File: config.mk
export PLATFORM = sky130hd
export DESIGN_NAME = divider_32bit
export DESIGN_NICKNAME = d
export VERILOG_FILES = /design/src/rtl/divider_32bit.sv
export SDC_FILE = /design/constraint.sdc
export NUM_CORES = 1
export LEC_CHECK = 0
export ABC_AREA = 0
export BUFFER_PORTS_ARGS = -buffer_cell sky130_fd_sc_hd__buf_2
export CAP_MARGIN = 20
export CORE_MARGIN = 3
export CORE_UTILIZATION = 45
export DETAILED_ROUTE_END_ITERATION = 8
export PLACE_DENSITY_LB_ADDON = 0.2
export SLEW_MARGIN = 20
export SYNTH_ARGS = -nofsm -noshare
export SYNTH_HDL_FRONTEND = slang
export SYNTH_SLANG_ARGS = --single-unit
File: constraint.sdc
create_clock -name clk -period 3.4 [get_ports clk]
set_input_delay 0.17 -clock clk [delete_from_list [all_inputs] [get_ports clk]]
set_output_delay 0.17 -clock clk [all_outputs]
set_load 0.005 [all_outputs]
File: src/rtl/divider_32bit.sv
// -----------------------------------------------------------------------------
// divider_32bit
//
// Iterative restoring divider for the RV32M DIV, DIVU, REM and REMU
// instructions. One quotient bit is produced per clock. Each step performs a
// 33-bit trial subtraction (a + ~b + 1) and keeps the result only when it is
// non-negative. Signed operations divide the operand magnitudes and then fix
// up the signs in a final cycle. Every operation, including divide by zero
// and signed overflow, takes the same number of cycles.
//
// Ports:
//   clk       in   1   clock, rising edge
//   rst       in   1   synchronous active-high reset
//   start     in   1   request, sampled only while idle
//   op        in   2   00 DIV, 01 DIVU, 10 REM, 11 REMU (funct3[1:0])
//   dividend  in  32   rs1, captured on the accepting edge
//   divisor   in  32   rs2, captured on the accepting edge
//   result    out 32   quotient or remainder, registered, held after done
//   busy      out  1   high from the accepting edge to the completing edge
//   done      out  1   one-cycle pulse when result becomes valid
// -----------------------------------------------------------------------------
module divider_32bit (
    input  logic        clk,
    input  logic        rst,
    input  logic        start,
    input  logic [1:0]  op,
    input  logic [31:0] dividend,
    input  logic [31:0] divisor,
    output logic [31:0] result,
    output logic        busy,
    output logic        done
);

    typedef enum logic [1:0] {
        IDLE  = 2'd0,
        CALC  = 2'd1,
        FIXUP = 2'd2
    } state_t;

    state_t      state_r;
    logic [1:0]  op_r;
    logic [31:0] rem_r;       // partial remainder; always below the divisor
    logic [31:0] quo_r;       // dividend bits shift out the top, quotient bits in
    logic [31:0] divisor_r;   // divisor magnitude
    logic [5:0]  count_r;
    logic        sign_q_r;
    logic        sign_rem_r;

    logic [32:0] shift_s;
    logic [32:0] trial_s;
    logic [31:0] quo_fix_s;
    logic [31:0] rem_fix_s;

    // Two's-complement magnitude; 0x80000000 maps to itself and is then
    // treated as an unsigned value.
    function automatic logic [31:0] abs32(input logic [31:0] v);
        return v[31] ? (~v + 32'd1) : v;
    endfunction

    // Trial subtraction and final sign correction.
    always_comb begin
        shift_s   = {rem_r, quo_r[31]};
        // Remainder stays below the divisor, so the 33-bit difference never
        // wraps and bit 32 is a reliable sign.
        trial_s   = shift_s + {1'b1, ~divisor_r} + 33'd1;
        quo_fix_s = quo_r;
        rem_fix_s = rem_r;
        if (!op_r[0]) begin
            // A zero divisor leaves the all-ones quotient untouched.
            if (sign_q_r && (divisor_r != 32'd0)) begin
                quo_fix_s = ~quo_r + 32'd1;
            end else begin
                quo_fix_s = quo_r;
            end
            if (sign_rem_r) begin
                rem_fix_s = ~rem_r + 32'd1;
            end else begin
                rem_fix_s = rem_r;
            end
        end else begin
            quo_fix_s = quo_r;
            rem_fix_s = rem_r;
        end
    end

    // Control FSM and datapath registers.
    always_ff @(posedge clk) begin
        if (rst) begin
            state_r    <= IDLE;
            op_r       <= 2'd0;
            rem_r      <= 32'd0;
            quo_r      <= 32'd0;
            divisor_r  <= 32'd0;
            count_r    <= 6'd0;
            sign_q_r   <= 1'b0;
            sign_rem_r <= 1'b0;
            result     <= 32'd0;
            busy       <= 1'b0;
            done       <= 1'b0;
        end else begin
            done <= 1'b0;
            case (state_r)
                IDLE: begin
                    if (start) begin
                        op_r    <= op;
                        rem_r   <= 32'd0;
                        count_r <= 6'd32;
                        busy    <= 1'b1;
                        state_r <= CALC;
                        if (!op[0]) begin
                            quo_r      <= abs32(dividend);
                            divisor_r  <= abs32(divisor);
                            sign_q_r   <= dividend[31] ^ divisor[31];
                            sign_rem_r <= dividend[31];
                        end else begin
                            quo_r      <= dividend;
                            divisor_r  <= divisor;
                            sign_q_r   <= 1'b0;
                            sign_rem_r <= 1'b0;
                        end
                    end else begin
                        state_r <= IDLE;
                    end
                end
                CALC: begin
                    if (!trial_s[32]) begin
                        rem_r <= trial_s[31:0];
                        quo_r <= {quo_r[30:0], 1'b1};
                    end else begin
                        rem_r <= shift_s[31:0];
                        quo_r <= {quo_r[30:0], 1'b0};
                    end
                    count_r <= count_r - 6'd1;
                    if (count_r == 6'd1) begin
                        state_r <= FIXUP;
                    end else begin
                        state_r <= CALC;
                    end
                end
                FIXUP: begin
                    result  <= op_r[1] ? rem_fix_s : quo_fix_s;
                    done    <= 1'b1;
                    busy    <= 1'b0;
                    state_r <= IDLE;
                end
                default: begin
                    state_r <= IDLE;
                    busy    <= 1'b0;
                end
            endcase
        end
    end

endmodule
# Word level (Yosys, flattened, before mapping)
# Cells that the tools add are included.
# totals
regBits,142
inputBits,69
elab_cells,61
# op_classes
n_addsub,7
n_eq_ne,4
muxes,25
bitwise,7
n_reduce_logical,7
# op_table
cell,count
$mux W32,12
$not A32 Y32,5
$add A32 B1 Y32 const B,4
$pmux W32 S2,2
$add A33 B1 Y33 const B,1
$add A33 B33 Y33,1
$reduce_bool A32 Y1,1
$pmux W6 S2,1
$eq A6 B1 Y1 const B,1
$mux W1,6
$mux W6,1
$reduce_and A2 Y1,3
$sub A6 B1 Y6 const B,1
$pmux W2 S2,1
$eq A2 B1 Y1 const B,1
$eq A2 B2 Y1 const B,1
$logic_not A2 Y1,1
$mux W2,1
$ne A2 B2 Y1 const B,1
$pmux W1 S2,1
$reduce_bool A2 Y1,1
$logic_and A1 B1 Y1,1
$not A1 Y1,1
$xor A1 B1 Y1,1

# Depth between registers and ports, before layout
# depth
word_depth,6
depth_mapped,13
depth_no_buf,11

# Least setup slack after synthesis
# OpenSTA, ideal clock, no wires.
# synth_timing
path_kind,reg-to-reg
start,register quo_r[31]
end,register rem_r[9]
setup_time_ns,0.122
t_arrival_ns,3.030
path_slack_ns,0.248
stages_incl_launch_ff,13
path_buffers,1
path_cell_list,dfxtp_1 -> inv_1 -> ha_1 -> fa_1 -> nand2b_1 -> a21oi_1 -> o211a_1 -> o211ai_2 -> a31oi_4 -> mux2_2 -> buf_2 -> o2111a_1 -> a311o_1
# synth_via
elab_chain_len,4
# synth_lines
element,line,text
from (decl),43,logic [31:0] quo_r;
from (signal assigned),111,quo_r <= abs32(dividend);
from (signal assigned),116,quo_r <= dividend;
from (signal assigned),128,"quo_r <= {quo_r[30:0], 1'b1};"
$add A33 B33 Y33,65,"trial_s = shift_s + {1'b1, ~divisor_r} + 33'd1;"
$add A33 B1 Y33,65,
$mux W32,126,if (!trial_s[32]) begin
$pmux W32 S2,102,case (state_r)
to (signal assigned),127,rem_r <= trial_s[31:0];
to (signal assigned),130,rem_r <= shift_s[31:0];
to (decl),42,logic [31:0] rem_r;
# No other way between the ends.
# A chain may end at the register's enable or synchronous reset.

# Final worst setup path
# layout_timing
start,register quo_r[31]
end,register rem_r[22]
# Same word-level chain as after synthesis.

==> summary.md <==
| Metric | Value |
|---|---|
| Status | `finished clean` |
| Critical path data arrival time | `3.54 ns` |
| Fin crit share | `94.9%` |
| Unique cell type count in the Yosys netlist | `77` |
| Vias per cell | `6.03` |
| Post-synth EDFFs | `0` |
| Initial antenna violation count | `0` |
| Total core area | `22100 µm²` |
| Clk pwr share | `16.5%` |
| Synthesized flop and latch total | `142` |
| Die H | `157 µm` |
| Final instance area | `11900 µm²` |
| Startpoint types | `flop` |
| CTS clk-pin slew, worst paths | `0.06 ns` |
| DP Area | `11200 µm²` |
| Min-Delay Path Class | `in2reg` |
| IO Pins | `103` |
| Switch share | `48.3%` |
| Worst setup margin | `0.173 ns` |
| Ys Warns | `0` |
| Hold_sp | `divisor[0]` |
| Row Count | `54` |
| Crit Path Class | `reg2reg` |
| Mean Syn Cell Area | `7.58 µm²` |
| Die ar. | `24600 µm²` |
| Final min period | `3.23 ns` |
| Fill cells | `2163` |
| Drt drc | `0` |
| Critical path capture point type | `flop` |
| Clk_lat worst skew | `0.42 ns` |
| Max Freq | `310 MHz` |
| Top-area cell type share of the netlist area | `27.7%` |
| DRT Pass-1 Iters | `5` |
| Setup slack, reg-to-reg | `0.17 ns` |
| Pwr Density | `941 nW/µm²` |
| Syn_nets | `1461` |
| Layout net count | `1553` |
| Routed wire length | `31800 µm` |
| Syn Std Cell Area | `10300 µm²` |
| CP peak stage delay | `0.40 ns` |
| Layout cells sized above 1 | `15.1%` |
| # clock sinks | `142` |
| Synth area leaders | `dfxtp_1 28%, xnor2_1 6.3%, a21oi_1 5.9%` |
| Remaining Overflow, GRT | `0` |
| Worst VDD drop | `0.620 mV` |
| Sequential area share after synthesis | `27.7%` |
| Hold Violations, Final | `0` |
| Delay-heaviest family, CP | `compound AO/OA/AOI/OAI gates` |
| Largest net degree at the start of global routing | `85` |
| WP buf/inv | `1` |
| Total CTS buffers | `17` |
| Post-DP HPWL | `24000 µm` |
| Cells after Synth | `1353` |
| Final setup fails | `0` |
| Via count | `10500` |
| WHS | `0.0561 ns` |
| Clk_skew | `0.00889 ns` |
| CTS root buffer | `clkbuf_16` |
| FF-to-FF End | `rem_r[22]` |
| Routed Antenna Nets | `0` |
| Asr flop ratio synth | `0%` |
| Sequential fraction of design power | `20.4%` |
| Drt wl/cell | `18.3 µm` |
| First-pass GRT wire length | `49900 µm` |
| Chip Width | `157 µm` |
| Main synth FF type | `dfxtp_1` |
| Max-slew violations | `0` |
| Internal cell power | `5.77 mW` |
| Net switching power figure | `5.39 mW` |
| Clk buf depth | `2` |
| GP Congestion | `0.989` |
| Logic pwr share | `63.2%` |
| Port Buffers | `102` |
| R2R cell count | `11` |
| CTS tree | `yes` |
| Crit path required time | `3.71 ns` |
| Unrepaired setup endpoints after global routing | `no` |
| Critical Path Fanout Max | `8` |
| DRT iter0 DRCs | `929` |
| Area delta synth->final | `15.6%` |
| Static Leak | `4.58 nW` |
| Worst Hold Depth | `3` |
| Leading cell types in the layout, fill and taps excluded | `149 x nand2_1, 141 x dfxtp_1, 120 x a21oi_1, 111 x nor2_1, 101 x buf_2` |
| CP Cell Sequence | `inv_1, ha_1, fa_1, nand2b_1, a21oi_2, o211a_1, o211ai_2, a31oi_4, mux2_4, or3_1, a32o_1` |
| Area leader, netlist | `dfxtp_1` |
| Slowest cell on the critical path | `fa_1` |
| Slew @ Worst Pin | `1.10 ns` |
| Max-Cap Viols | `0` |
| Vias in the first global route | `9357` |
| H-tree depth reported by CTS | `4` |
| Setup_tns | `0 ns` |
| Hold endpoint | `divisor_r[0]` |
| Antenna Cells | `0` |
| Tot GR Track Use | `25.3%` |
| Worst r2r src | `quo_r[31]` |
| Commonest non-fill, non-tap cell in the layout | `nand2_1` |
| Effective utilization at floorplan | `46.4%` |
| Pre-CTS WS | `0.0371 ns` |
| Relative slew slack | `26.4%` |
[synthesized netlist by cell type (all sizes together), types with 8 or more instances]
cell    count
o211ai     51
nor4       23
nor2b      12
nand4      32
or4        14
a21oi     122
a21o        8
buf        12
and3        8
dfxtp     142
xor2       55
nor3       22
or3        21
ha         38
a221o       8
o21ai      82
a211oi     27
o31ai      29
nand2b     16
xnor2      74
inv        57
and2        9
clkbuf     76
nor2      113
a222oi     12
nand3      24
nand2     149
o41ai      16
[worst reg2reg max path, stage by stage (launching register included)]
cell and delay (ns):
dfxtp_1 0.37, inv_1 0.08, ha_1 0.25, fa_1 0.41, nand2b_1 0.21, a21oi_2 0.18, o211a_1 0.25, o211ai_2 0.16
a31oi_4 0.23, mux2_4 0.38, or3_1 0.35, a32o_1 0.25
[registers in the layout, summed over array words and instances (netlist names)]
| signal | cells |
|---|---|
| count_r | 6 |
| rem_r | 32 |
| result | 32 |
| sign_q_r | 1 |
| done | 1 |
| state_r | 2 |
| divisor_r | 32 |
| busy | 1 |
| sign_rem_r | 1 |
| op_r | 2 |
| quo_r | 32 |
[power by group through the flow]
stage / logic (mW) / registers [mW] / clock network, mW
after global routing: 7.71 / 2.29 / 1.92
after CTS: 6.82 / 2.26 / 1.86
after global placement: 6.75 / 2.29 / 0
after detailed placement: 6.78 / 2.29 / 0
final: 7.05 / 2.27 / 1.84
after floorplan: 4.69 / 2.23 / 0
[cells by family after synthesis]
family,share of synthesized area (%)
AOI/OAI and AO/OA,28.5
xor gates and xnor gates,11.0
adders and majority gates,4.83
buffers and inverters,5.39
DFF,27.7
muxes,0.305
and+or+nand+nor,22.2
[how the worst max path moves through the flow]
stage | from | end | slack [ns] | cells after the start
finish | quo_r[31] | rem_r[22] | 0.17 | 11
global route | divisor_r[12] | rem_r[27] | 0.0006 | 11
CTS | quo_r[31] | rem_r[22] | 0.02 | 11
detailed placement | quo_r[31] | rem_r[22] | 0.04 | 11
global placement | quo_r[31] | rem_r[10] | 0.08 | 11
floorplan | quo_r[31] | rem_r[9] | 0.25 | 12
[layer usage]
layer,vias up,global-route usage [%],share of wire (%)
met4,0,8.55,2.5
met5,-,0,0
met1,4894,37.8,48
li1,5166,-,-
met3,52,3.57,6.2
met2,357,37.1,43
[cell type report]
class | count | area (µm²) | share of cell area (%)
Clock buffer | 19 | 453 | 3.82
Timing Repair Buffer | 160 | 976 | 8.24
Inverter | 57 | 214 | 1.81
Tap cell | 280 | 350 | 2.96
Sequential cell | 142 | 2840 | 24.0
Multi-Input combinational cell | 1067 | 6900 | 58.2
Clock inverter | 10 | 116 | 0.982
[through the flow]
stage          util [%]  instances  power (mW)
6_report           53.6       1735        11.2
5_1_grt            53.6       1735        11.9
4_1_cts            53.5       1733        10.9
3_5_place_dp       50.9       1703        9.07
3_3_place_gp       50.9       1703        9.04
2_1_floorplan         -       1353        6.91
[what timing repair did]
item | in CTS | in global routing
endpoints found under the hold margin | 1 | 0
gates resized for setup | 0 | 3
setup endpoints to repair | 0 | 30
setup buffers | 0 | 1
hold buffers | 1 | 0
Power figures use the tool's default switching activity.
